File: src/rtl/nco_tone_generator_pkg.sv
// Shared definitions for the NCO tone generator: FSM encoding and a tuning-word helper.
package nco_tone_generator_pkg;

  typedef enum logic [0:0] {
    StIdle = 1'b0,
    StRun  = 1'b1
  } state_e;

  // Rounded tuning word for f_out / f_clk = num / den with an acc_width-bit accumulator.
  function automatic logic [63:0] tw_from_ratio(input logic [31:0] num, input logic [31:0] den,
                                                input int unsigned acc_width);
    logic [63:0] scaled;
    scaled = {32'd0, num} << acc_width;
    return (scaled + {33'd0, den[31:1]}) / {32'd0, den};
  endfunction

endpackage

File: src/rtl/nco_phase_accumulator.sv
// Phase accumulator with carry-out boundary flag and registered square-wave output.
module nco_phase_accumulator
  import nco_tone_generator_pkg::*;
#(
  parameter int unsigned ACC_WIDTH = 24
) (
  input  logic                 CLK,
  input  logic                 reset,
  input  logic                 clear,
  input  logic                 enable,
  input  logic [ACC_WIDTH-1:0] tw,
  output logic                 boundary,
  output logic                 tone_out
);

  logic [ACC_WIDTH-1:0] acc;
  logic [ACC_WIDTH:0]   sum;

  // Extra bit captures the wrap; a carry is where the output falls, i.e. a cycle boundary.
  assign sum      = {1'b0, acc} + {1'b0, tw};
  assign boundary = enable & sum[ACC_WIDTH];

  // Advance phase while enabled; clear forces a clean zero phase with the output low.
  always_ff @(posedge CLK) begin
    if (reset || clear) begin
      acc      <= '0;
      tone_out <= 1'b0;
    end else if (enable) begin
      acc      <= sum[ACC_WIDTH-1:0];
      tone_out <= sum[ACC_WIDTH-1];
    end
  end

endmodule

File: src/rtl/nco_tone_generator.sv
// Programmable square-wave source: burst or continuous tone with boundary-aligned retune/abort.
module nco_tone_generator
  import nco_tone_generator_pkg::*;
#(
  parameter int unsigned ACC_WIDTH   = 24,
  parameter int unsigned COUNT_WIDTH = 16
) (
  input  logic                   CLK,
  input  logic                   reset,
  input  logic                   cmd_valid,
  output logic                   cmd_ready,
  input  logic [ACC_WIDTH-1:0]   tuning_word,
  input  logic [COUNT_WIDTH-1:0] burst_length,
  input  logic                   abort,
  output logic                   tone_out,
  output logic                   busy,
  output logic                   done,
  output logic [COUNT_WIDTH-1:0] cycles_emitted
);

  state_e                 state;
  logic [ACC_WIDTH-1:0]   tw_active;
  logic [ACC_WIDTH-1:0]   pend_tw;
  logic                   pend_valid;
  logic [COUNT_WIDTH-1:0] burst_len;
  logic                   abort_seen;

  logic                   boundary;
  logic                   cmd_accept;
  logic                   run_end;
  logic                   acc_clear;
  logic [COUNT_WIDTH-1:0] count_next;

  // Only one retune may be outstanding; idle always takes a command.
  assign cmd_ready  = (state == StIdle) || !pend_valid;
  assign cmd_accept = cmd_valid && cmd_ready;
  assign busy       = (state == StRun);
  assign count_next = cycles_emitted + COUNT_WIDTH'(1);

  // A pending zero word behaves like an abort at the boundary it would have taken effect.
  assign run_end = ((burst_len != '0) && (count_next == burst_len)) || abort_seen ||
                   (pend_valid && (pend_tw == '0));

  assign acc_clear = ((state == StIdle) && cmd_accept) ||
                     ((state == StRun) && boundary && run_end);

  nco_phase_accumulator #(
    .ACC_WIDTH (ACC_WIDTH)
  ) u_acc (
    .CLK      (CLK),
    .reset    (reset),
    .clear    (acc_clear),
    .enable   (busy),
    .tw       (tw_active),
    .boundary (boundary),
    .tone_out (tone_out)
  );

  // Run control: command intake, pending retune, sticky abort and end-of-run handling.
  always_ff @(posedge CLK) begin
    if (reset) begin
      state          <= StIdle;
      tw_active      <= '0;
      pend_tw        <= '0;
      pend_valid     <= 1'b0;
      burst_len      <= '0;
      abort_seen     <= 1'b0;
      done           <= 1'b0;
      cycles_emitted <= '0;
    end else begin
      done <= 1'b0;
      case (state)
        StIdle: begin
          if (cmd_accept) begin
            cycles_emitted <= '0;
            if (tuning_word == '0) begin
              done <= 1'b1;
            end else begin
              tw_active <= tuning_word;
              burst_len <= burst_length;
              state     <= StRun;
            end
          end
        end
        StRun: begin
          if (abort) abort_seen <= 1'b1;
          if (cmd_accept) begin
            pend_valid <= 1'b1;
            pend_tw    <= tuning_word;
          end
          if (boundary) begin
            cycles_emitted <= count_next;
            if (run_end) begin
              // Ending the run discards any retune and clears the sticky abort.
              state      <= StIdle;
              done       <= 1'b1;
              abort_seen <= 1'b0;
              pend_valid <= 1'b0;
            end else if (pend_valid) begin
              // New word applies to the add after the wrap, so phase continues from the residue.
              tw_active  <= pend_tw;
              pend_valid <= 1'b0;
            end
          end
        end
        default: state <= StIdle;
      endcase
    end
  end

endmodule

File: config.mk
export PLATFORM = sky130hd
export DESIGN_NAME = nco_tone_generator
export DESIGN_NICKNAME = d
export VERILOG_FILES = /design/src/rtl/nco_tone_generator_pkg.sv /design/src/rtl/nco_phase_accumulator.sv /design/src/rtl/nco_tone_generator.sv
export SDC_FILE = /design/constraint.sdc
export NUM_CORES = 1
export LEC_CHECK = 0
export BUFFER_PORTS_ARGS = -buffer_cell sky130_fd_sc_hd__buf_2
export CORE_UTILIZATION = 55
export CTS_CLUSTER_DIAMETER = 80
export DETAILED_ROUTE_END_ITERATION = 10
export MAX_ROUTING_LAYER = met4
export PLACE_DENSITY = 0.75
export SETUP_SLACK_MARGIN = 0.4
export SLEW_MARGIN = 20
export SYNTH_ARGS = -nofsm -noshare
export SYNTH_HDL_FRONTEND = slang
export SYNTH_HIERARCHICAL = 1
export SYNTH_SLANG_ARGS = --single-unit
File: constraint.sdc
create_clock -name CLK -period 4.2 [get_ports CLK]
set_clock_uncertainty 0.2 [all_clocks]
set_input_delay 0.21 -clock CLK [delete_from_list [all_inputs] [get_ports CLK]]
set_output_delay 0.21 -clock CLK [all_outputs]
set_load 0.03 [all_outputs]
==> results.json <==
{
  "hold_path_depth": 4,
  "grt_pass1_wl_mm": 29.8,
  "ys_seq_elements": 108,
  "swShare": 0.296,
  "num_antenna_cells": 0,
  "switching_power_uw": 699,
  "synth_top_area_frac": 0.322,
  "cts_tree": "done",
  "cts_made_buffers": 9,
  "combPwrFrac": 0.167,
  "core_um2": 11700,
  "gr-total-overflow": 0,
  "synth.area.top_cells": "dfxtp_1 (32%), mux2i_1 (8.1%), a21oi_1 (5.3%)",
  "ant_nets": 0,
  "initial_core_util": 0.576,
  "slowest_delay_ns": 0.37,
  "critPathRequiredTime_ns": 4.24,
  "yosysSeqAreaShare": 0.322,
  "drtPass1Iterations": 5,
  "cts_sinks": 108,
  "drc": 0,
  "irDropWorstVdd_mv": 0.273,
  "hold_viol": 0,
  "dp_hpwl_mm": 12.6,
  "fp.dieH_um": 112,
  "pwr-share-clk": 0.360,
  "final_common_cell": "dfxtp_1",
  "io_pins": 64,
  "tightest_slew_ns": 0.747,
  "p_int_uw": 1670,
  "numPortBuffers": 63,
  "ys_warn_count": 6,
  "worst_setup_path_start_kind": "flip-flop",
  "synthesis.nets": 880,
  "grt_max_degree": 66,
  "clockRootBuffer": "clkbuf_16",
  "rsz0062_at_grt": "no",
  "core.rowCount": 39,
  "p_leak_uw": 0.00329,
  "synth_area_per_cell_um2": 8.29,
  "path_class": "flip-flop to flip-flop",
  "clkLatencyLatePin_ns": 0.36,
  "synth_largest_area_cell": "dfxtp_1",
  "drt-initial-drc-count": 504,
  "drive_above_1_share": 0.160,
  "critPathSlowestCell": "nor4_4",
  "critical_path_cell_count": 14,
  "setup_viol": 0,
  "final_cell_mix": "dfxtp_1 (100), nor2_1 (90), nand2_1 (86)",
  "fin_crit_ns": 3.60,
  "cp_max_fo": 24,
  "arrival_ns": 3.64,
  "path_delay_family": "compound AO/OA/AOI/OAI gates",
  "power_uw": 2370,
  "worst_setup_path_end_kind": "flip-flop",
  "synth-async-reset-ratio": 0,
  "cts.path.max_buffers": 2,
  "wl_per_cell_um": 17.8,
  "cellPowerDensity_nw_per_um2": 302,
  "htree_levels": 3,
  "clk_transition_reported_paths_ns": 0.08,
  "viasPerCell": 6.17,
  "fp.dieArea_um2": 12700,
  "finalSetupTns_ns": 0,
  "antenna_found_initial": 0,
  "synth_ff_type": "dfxtp_1",
  "hp-class": "primary input to flip-flop",
  "post-route-util": 0.672,
  "drv_slew": 0,
  "synth-edff-count": 0,
  "via_count": 6387,
  "grt_pass1_vias": 5931,
  "yosysUniqueCellTypes": 72,
  "outcome": "completed",
  "synth.cell_area_um2": 6710,
  "multiInputGateArea_um2": 4290,
  "ff2ff_path_depth": 14,
  "n_fill_cell": 954,
  "drt-total-wl_mm": 18.4,
  "p_seq_frac": 0.472,
  "path_buf_inv": 1,
  "ff_latch_area_um2": 2170,
  "timing.fmax_mhz": 278,
  "place.gp.congestion": 0.959,
  "post-route-period-util": 0.857,
  "worstPathCellList": "ha_1 > fa_1 > a211oi_2 > o21ai_2 > a31oi_2 > nor4_4 > o21ai_1 > a21oi_1 > and2_1 > nand2_1 > a22o_1 > a31o_1 > buf_12 > mux2_1",
  "syn_inst": 810,
  "area_growth_syn_to_layout_pct": 16.8,
  "grt_use_total": 0.305,
  "max_cap_viol_count": 0,
  "relSlewSlack": 0.489,
  "die_width_um": 112,
  "nets": 957
}
area by class of cell:
class / instances / area share
multi-input combinational: 633 / 0.547
sequential: 108 / 0.277
timing repair buffer: 118 / 0.108
clock buffer: 9 / 0.0287
tap: 143 / 0.0228
clock inverter: 7 / 0.00846
inverter: 17 / 0.00814
synth_stat cells (all sizes together) (18+ instances only):
cell type / instances
nand4: 21
ha: 25
a21oi: 72
buf: 18
nand3: 22
mux2: 25
nor2b: 27
mux2i: 54
clkbuf: 34
nor4: 21
nand2: 86
o21ai: 34
dfxtp: 108
nor2: 90
power groups by stage:
stage | registers, uW | logic (uW) | clock network (uW)
4_1_cts | 1120 | 386 | 871
3_3_place_gp | 1140 | 344 | 0
6_report | 1120 | 396 | 852
5_1_grt | 1120 | 430 | 903
2_1_floorplan | 1120 | 275 | 0
3_5_place_dp | 1140 | 354 | 0
worst register-to-register path: stages, from the launching register on:
cell and delay (ns):
dfxtp_1 0.35, ha_1 0.19, fa_1 0.26, a211oi_2 0.11
o21ai_2 0.25, a31oi_2 0.20, nor4_4 0.37, o21ai_1 0.11
a21oi_1 0.22, and2_1 0.20, nand2_1 0.06, a22o_1 0.21
a31o_1 0.22, buf_12 0.18, mux2_1 0.34
path summary, 6_finish.rpt:
kind / startpoint / slack (ns) / endpoint
max: tw_active[0] / 0.60 / tw_active[0]
min reg2reg: pend_tw[2] / 0.28 / pend_tw[2]
max reg2reg: tw_active[0] / 0.60 / tw_active[0]
min: abort / 0.02 / abort_seen
cells by family (layout without fill, tap and decap cells):
group / Yosys count / in the layout / share of synthesized area
simple gates: 318 / 318 / 0.234
compound gates: 182 / 182 / 0.175
fa+ha+maj: 26 / 26 / 0.0496
xor+xnor: 28 / 28 / 0.0365
mux: 79 / 79 / 0.134
buf+inv: 69 / 151 / 0.0483
flops: 108 / 108 / 0.322
registers in the layout (all words and copies together) (netlist names):
| signal | count |
|---|---|
| u_acc/acc | 23 |
| tw_active | 24 |
| done | 1 |
| burst_len | 16 |
| pend_valid | 1 |
| u_acc/tone_out | 1 |
| abort_seen | 1 |
| busy | 1 |
| cycles_emitted | 16 |
| pend_tw | 24 |
what timing repair did:
item / 4_1_cts / 5_1_grt
pin swaps: 1 / 1
gates resized for setup: 6 / 13
setup buffers: 1 / 1
endpoints found under the hold margin: 40 / 0
hold buffers: 40 / 0
endpoints found under the setup margin: 31 / 46
per-stage QoR:
step	worst slack, ns	area (um2)	hold slack [ns]	cells
2_1_floorplan	0.411	6710	0.146	810
3_3_place_gp	0.350	7060	0.238	977
3_5_place_dp	0.269	7060	0.246	977
4_1_cts	0.436	7780	0.00172	1034
5_1_grt	0.417	7840	0.0467	1035
6_report	0.600	7840	0.0164	1035
layer usage:
| metal | wire length (um) | global-route usage | vias up |
|---|---|---|---|
| li1 | - | - | 3085 |
| met1 | 8550 | 0.406 | 3031 |
| met2 | 8160 | 0.463 | 233 |
| met3 | 1230 | 0.0578 | 38 |
| met4 | 483 | 0.107 | 0 |
| met5 | 0 | - | - |
(Power assumes the default switching activity.)
